<file path="src/rtl/rx_link_pkg.sv">
// Shared definitions for the 8b/10b receive link-sync controller:
// FSM state encoding, K28.5 comma code-groups and default thresholds.
package rx_link_pkg;

  typedef enum logic [1:0] {
    ST_LOS       = 2'd0,
    ST_COMMA_DET = 2'd1,
    ST_SYNC      = 2'd2
  } link_state_e;

  // K28.5 in both running disparities (bit order abcdei fghj).
  localparam logic [9:0] K28_5_RDP = 10'b1100000101;
  localparam logic [9:0] K28_5_RDN = 10'b0011111010;

  localparam int unsigned DEF_COMMAS_TO_LOCK = 3;
  localparam int unsigned DEF_ERRS_TO_LOSE   = 4;
  localparam int unsigned DEF_GOOD_TO_CLEAR  = 4;
  localparam int unsigned DEF_ERR_CNT_W      = 16;

  // True when a raw 10b code-group is a K28.5 comma of either disparity.
  function automatic logic is_k28_5(input logic [9:0] code);
    return (code == K28_5_RDP) || (code == K28_5_RDN);
  endfunction

endpackage

</file>
<file path="src/rtl/rx_link_ctrl_err_hyst.sv">
// Error hysteresis for the SYNC state: an error level that rises by one per
// errored code-group and falls by one after a run of good code-groups.
// loss_o is combinational and flags the strobe that pushes the level to the
// loss threshold, so the FSM can leave SYNC on that same edge.
module err_hyst
  import rx_link_pkg::*;
#(
  parameter int unsigned ERRS_TO_LOSE  = DEF_ERRS_TO_LOSE,
  parameter int unsigned GOOD_TO_CLEAR = DEF_GOOD_TO_CLEAR
) (
  input  logic clk_i,
  input  logic rst_i,
  input  logic clr_i,   // held while not in SYNC: level starts at 0 on entry
  input  logic err_i,   // qualified errored code-group
  input  logic good_i,  // qualified good code-group (comma or data)
  output logic loss_o
);

  localparam logic [3:0] LOSE_LVL = 4'(ERRS_TO_LOSE);
  localparam logic [7:0] CLR_RUN  = 8'(GOOD_TO_CLEAR);

  logic [3:0] level_q, level_d, level_inc;
  logic [7:0] good_q, good_d, good_inc;

  // Next error level / good-run count and the loss-of-sync decision.
  always_comb begin
    level_d   = level_q;
    good_d    = good_q;
    loss_o    = 1'b0;
    level_inc = level_q + 4'd1;
    good_inc  = good_q + 8'd1;
    if (clr_i) begin
      level_d = '0;
      good_d  = '0;
    end else if (err_i) begin
      good_d = '0;
      if (level_inc == LOSE_LVL) begin
        loss_o  = 1'b1;
        level_d = '0;
      end else begin
        level_d = level_inc;
      end
    end else if (good_i) begin
      if (level_q == '0) begin
        good_d = '0;
      end else if (good_inc == CLR_RUN) begin
        level_d = level_q - 4'd1;
        good_d  = '0;
      end else begin
        good_d = good_inc;
      end
    end
  end

  // Hysteresis state registers.
  always_ff @(posedge clk_i or posedge rst_i) begin
    if (rst_i) begin
      level_q <= '0;
      good_q  <= '0;
    end else begin
      level_q <= level_d;
      good_q  <= good_d;
    end
  end

endmodule

</file>
<file path="src/rtl/rx_link_ctrl.sv">
// Link-sync controller for the 8b/10b receive path: comma search, lock,
// loss-of-sync with hysteresis, data gating and a saturating error counter.
// Optional build macro LINK_TIMEOUT_EN adds a watchdog that forces LOS and
// pulses realignReq low for one cycle when lock is not reached in time.
module rx_link_ctrl
  import rx_link_pkg::*;
#(
  parameter int unsigned COMMAS_TO_LOCK = DEF_COMMAS_TO_LOCK,
  parameter int unsigned ERRS_TO_LOSE   = DEF_ERRS_TO_LOSE,
  parameter int unsigned GOOD_TO_CLEAR  = DEF_GOOD_TO_CLEAR,
  parameter int unsigned ERR_CNT_W      = DEF_ERR_CNT_W
`ifdef LINK_TIMEOUT_EN
  , parameter int unsigned TIMEOUT_CYC  = 4096
`endif
) (
  input  logic                 clkRX,
  input  logic                 reset,
  input  logic                 symStb,
  input  logic                 isComma,
  input  logic                 invalidData,
  input  logic                 wrongRD,
  input  logic                 clrErr,
  output logic                 syncOk,
  output logic                 alignEn,
  output logic                 dataEn,
  output logic                 realignReq,
  output logic [ERR_CNT_W-1:0] errCount,
  output logic [1:0]           state
);

  localparam logic [3:0] LOCK_N        = 4'(COMMAS_TO_LOCK);
  localparam bit         LOCK_ON_FIRST = (COMMAS_TO_LOCK == 1);

  link_state_e          state_q, state_d;
  logic [3:0]           comma_cnt_q, comma_cnt_d, comma_inc;
  logic                 data_en_q, data_en_d;
  logic [ERR_CNT_W-1:0] err_cnt_q, err_cnt_d;
  logic                 sym_err, sym_good, sym_comma;
  logic                 loss, timeout;

  // An errored comma counts only as an error.
  assign sym_err   = symStb & (invalidData | wrongRD);
  assign sym_good  = symStb & ~(invalidData | wrongRD);
  assign sym_comma = sym_good & isComma;

  err_hyst #(
    .ERRS_TO_LOSE (ERRS_TO_LOSE),
    .GOOD_TO_CLEAR(GOOD_TO_CLEAR)
  ) u_err_hyst (
    .clk_i (clkRX),
    .rst_i (reset),
    .clr_i (state_q != ST_SYNC),
    .err_i (sym_err),
    .good_i(sym_good),
    .loss_o(loss)
  );

`ifdef LINK_TIMEOUT_EN
  localparam int unsigned      WD_W    = $clog2(TIMEOUT_CYC + 1);
  localparam logic [WD_W-1:0]  WD_LAST = WD_W'(TIMEOUT_CYC - 1);

  logic [WD_W-1:0] wdog_q, wdog_d;
  logic            rereq_q, rereq_d;

  assign timeout = (state_q != ST_SYNC) && (wdog_q == WD_LAST);

  // Watchdog: count cycles outside SYNC, restart on timeout or while locked.
  always_comb begin
    wdog_d  = wdog_q + 1'b1;
    rereq_d = timeout;
    if ((state_q == ST_SYNC) || timeout) begin
      wdog_d = '0;
    end
  end

  // Watchdog registers; rereq_q marks the cycle realignReq is dropped.
  always_ff @(posedge clkRX or posedge reset) begin
    if (reset) begin
      wdog_q  <= '0;
      rereq_q <= 1'b0;
    end else begin
      wdog_q  <= wdog_d;
      rereq_q <= rereq_d;
    end
  end
`else
  assign timeout = 1'b0;
`endif

  // Link FSM next state, comma counter and state-decoded outputs.
  always_comb begin
    state_d     = state_q;
    comma_cnt_d = comma_cnt_q;
    comma_inc   = comma_cnt_q + 4'd1;
    syncOk      = 1'b0;
    alignEn     = 1'b0;
    realignReq  = 1'b1;
    case (state_q)
      ST_LOS: begin
        alignEn = 1'b1;
        if (sym_comma) begin
          comma_cnt_d = 4'd1;
          state_d     = LOCK_ON_FIRST ? ST_SYNC : ST_COMMA_DET;
        end
      end
      ST_COMMA_DET: begin
        if (sym_err) begin
          state_d     = ST_LOS;
          comma_cnt_d = '0;
        end else if (sym_comma) begin
          comma_cnt_d = comma_inc;
          if (comma_inc == LOCK_N) begin
            state_d = ST_SYNC;
          end
        end
      end
      ST_SYNC: begin
        syncOk     = 1'b1;
        realignReq = 1'b0;
        if (loss) begin
          state_d     = ST_LOS;
          comma_cnt_d = '0;
        end
      end
      default: begin
        state_d     = ST_LOS;
        comma_cnt_d = '0;
      end
    endcase
    if (timeout) begin
      state_d     = ST_LOS;
      comma_cnt_d = '0;
    end
`ifdef LINK_TIMEOUT_EN
    if (rereq_q) begin
      realignReq = 1'b0;
    end
`endif
  end

  // Data gating and saturating error count; clrErr beats a same-cycle error.
  always_comb begin
    data_en_d = (state_q == ST_SYNC) & sym_good & ~isComma;
    err_cnt_d = err_cnt_q;
    if (clrErr) begin
      err_cnt_d = '0;
    end else if ((state_q == ST_SYNC) && sym_err && !(&err_cnt_q)) begin
      err_cnt_d = err_cnt_q + ERR_CNT_W'(1);
    end
  end

  // Controller state registers.
  always_ff @(posedge clkRX or posedge reset) begin
    if (reset) begin
      state_q     <= ST_LOS;
      comma_cnt_q <= '0;
      data_en_q   <= 1'b0;
      err_cnt_q   <= '0;
    end else begin
      state_q     <= state_d;
      comma_cnt_q <= comma_cnt_d;
      data_en_q   <= data_en_d;
      err_cnt_q   <= err_cnt_d;
    end
  end

  assign state    = state_q;
  assign dataEn   = data_en_q;
  assign errCount = err_cnt_q;

endmodule

</file>
<file path="config.mk">
export PLATFORM = sky130hd
export DESIGN_NAME = rx_link_ctrl
export DESIGN_NICKNAME = d
export VERILOG_FILES = /design/src/rtl/rx_link_pkg.sv /design/src/rtl/rx_link_ctrl_err_hyst.sv /design/src/rtl/rx_link_ctrl.sv
export SDC_FILE = /design/constraint.sdc
export NUM_CORES = 1
export LEC_CHECK = 0
export ABC_AREA = 1
export BUFFER_PORTS_ARGS = -buffer_cell sky130_fd_sc_hd__buf_2
export CORE_MARGIN = 1.5
export CORE_UTILIZATION = 35
export DETAILED_ROUTE_END_ITERATION = 12
export RECOVER_POWER = 25
export SYNTH_ARGS = -nofsm -noshare
export SYNTH_HDL_FRONTEND = slang
export SYNTH_SLANG_ARGS = --single-unit
export TNS_END_PERCENT = 1
</file>
<file path="constraint.sdc">
create_clock -name clkRX -period 5 [get_ports clkRX]
set_clock_uncertainty 0.15 [all_clocks]
set_input_delay 0.25 -clock clkRX [delete_from_list [all_inputs] [get_ports clkRX]]
set_output_delay 0.25 -clock clkRX [all_outputs]
set_load 0.02 [all_outputs]
</file>
==> results.cfg <==
[global_routing]
met2_usage_pct = 25.45
antenna_found_initial = 0
grt.met3_usage_pct = 3.297
grt_use_met1_pct = 20.82
grt_overflow = 0
grt_max_degree = 36
grt_first_pass_wirelength_um = 8211
grtUsageTotal_pct = 15.60
grt_pass1_vias = 1873
grt-busiest-layer = met2

[layout]
layout.nets = 343
drive_gt1_share_pct = 17.27
area_delta_synth_final_pct = 14.66
num_antenna_cells = 0
final_core_util_pct = 42.07

[worst_hold_path]
whs_path_depth = 2
hold_class = input port to flip-flop

[placed_design]
dp_hpwl_um = 3572
portBuffers = 28
globalplace.congestion = 0.9295

[pwr]
p_int_mw = 0.4891
p_sw_mw = 0.2923
ir_worst_vdd_v = 0.0002211
p_leak_nw = 1.191
p_per_area_nw_per_um2 = 308.3
clockPowerShare_pct = 26.0
swShare_pct = 37.41
seq_power_share_pct = 44.0
combPwrFrac_pct = 30.0

[route]
vias = 2003
ant_nets = 0
drt-pass1-iter-count = 4
drtIter0Drc = 60
remaining_drc_errors = 0
viasPerCell = 4.946
wl_per_cell_um = 11.79
wl_um = 4776

[critical_path]
required_ns = 4.86
start_kind = input port
crit_type = input port to asynchronous set/reset pin
arrival_ns = 2.34
r2r_cells = 11
worstPathMaxFanout = 35
end_kind = asynchronous set/reset pin

[sta]
tightest_slew_ns = 1.951
finalSetupViolCount = 0
drv_slew = 36
relSlewSlack_pct = -30.05
rsz0062_at_grt = false
holdWs_ns = 0.1092
layout_min_cycle_time_ns = 2.482
finalCritPeriodShare_pct = 49.65
finalSetupTns_ns = 0
hold_viol = 0
fmax_mhz = 402.8

[logic_synthesis]
synth_flop_cell = dfrtp_1
synth_seq_cells = 35
yosysTopAreaCell = dfrtp_1
synth.avg_cell_area_um2 = 7.520
synthTopCellsByArea = dfrtp_1, nand2_1, inv_1
yosysMostFrequentCell = nand2_1
synth-edff-count = 0
syn_area_um2 = 2211
synth_nets = 308
yosysTopAreaCellShare_pct = 39.62
yosys_warnings = 0
ys_types = 35
syn_inst = 294
synthTopCellsByCount = nand2_1, inv_1, dfrtp_1, nand3_1, nor2_1
async_reset_ff_share_pct = 100.0
yosysSeqAreaShare_pct = 39.62

[floorplan]
start_util_pct = 36.69
die_area_um2 = 6803
die_h_um = 82.48
io_pins = 29
fp-row-count = 28
die_w_um = 82.48
core_area_um2 = 6026

[clocking]
clk_latency_ns = 0.28
cts_tree = built
cts_sinks = 35
ctsRootBufferMaster = clkbuf_8
cts_buffers = 5
htree_levels = 2
cts_buffer_depth = 2
post_cts_buffers = 0
clk_pin_slew_worst_paths_ns = 0.08

[status]
violations = max-capacitance violations, max-slew violations
outcome = finished with violations

[run]
drv_cap = 1
==> logic make-up after synthesis <==
group | after synthesis | synth area share [%]
buffers and inverters | 49 | 8.658
AND/OR/NAND/NOR | 150 | 31.41
XOR/XNOR | 12 | 4.754
adder cells (fa/ha/maj) | 7 | 3.961
AO/OA/AOI/OAI | 41 | 11.60
flip-flops | 35 | 39.62
==> layer usage <==
metal | share of wire (%) | vias up
met3 | 4.4 | 6
met1 | 50 | 924
met2 | 45 | 46
met5 | 0 | -
li1 | - | 1027
met4 | 1.0 | 0
==> flip-flops by register name, indices dropped and copies added (netlist names) <==
| signal | flops |
|---|---|
| u_err_hyst.level_q | 4 |
| state | 2 |
| comma_cnt_q | 4 |
| dataEn | 1 |
| errCount | 16 |
| u_err_hyst.good_q | 8 |
==> layout by cell type (no fill, tap or decap), types with 3 or more instances in the layout <==
cell / n
a21oi_1: 8
nor3_1: 5
nand2_1: 69
nand4_1: 9
nor2_1: 27
nor2_2: 3
o21bai_1: 3
buf_2: 28
inv_1: 37
o31ai_1: 5
inv_2: 8
ha_1: 7
dfrtp_1: 35
nand3_1: 27
xor2_1: 9
o21ai_1: 11
clkbuf_8: 5
o22ai_1: 3
xnor2_1: 3
o21ai_0: 4
==> layout make-up <==
type | count | area, um2
Clock buffer | 6 | 72.57
Clock inverter | 2 | 12.51
Fill cell | 658 | 3491
Inverter | 46 | 172.7
Multi-Input combinational cell | 210 | 1144
Sequential cell | 35 | 875.8
Tap cell | 75 | 93.84
Timing Repair Buffer | 31 | 163.9
==> power groups by stage <==
stage / clock (mW) / combinational [mW] / sequential (mW)
6_report: 0.203 / 0.234 / 0.344
3_5_place_dp: 0 / 0.235 / 0.348
3_3_place_gp: 0 / 0.231 / 0.349
4_1_cts: 0.214 / 0.236 / 0.343
5_1_grt: 0.225 / 0.267 / 0.349
2_1_floorplan: 0 / 0.174 / 0.351
==> stage by stage <==
step                      area, um2  instances  setup slack (ns)  power, mW
after floorplan                2211        294             3.190     0.5249
after global placement         2434        395             3.138     0.5802
after detailed placement       2434        395             3.112     0.5823
after CTS                      2539        405             3.111     0.7935
after global routing           2535        405             2.048     0.8410
final                          2535        405             2.518     0.7814
==> final timing paths <==
path / startpoint / endpoint / slack [ns]
worst max-delay path: reset / u_err_hyst.good_q[2] / 2.52
worst min-delay path: clrErr / errCount[9] / 0.11
worst max register to register: u_err_hyst.good_q[1] / u_err_hyst.level_q[1] / 3.10
worst min register to register: comma_cnt_q[3] / comma_cnt_q[3] / 0.38
max in group clkRX: u_err_hyst.good_q[1] / u_err_hyst.level_q[1] / 3.10
min in group asynchronous: reset / errCount[1] / 1.06
==> critical path, stage by stage <==
cell and delay (ns):
dlygate4sd3_1 0.53, buf_2 0.12, inv_1 0.04, clkbuf_1 1.39
==> repair_timing <==
item                                   4_1_cts  5_1_grt
resized for setup                            0        0
endpoints found under the hold margin       36        0
hold buffers                                 2        0
No activity file was read; power rests on OpenSTA's default activity.
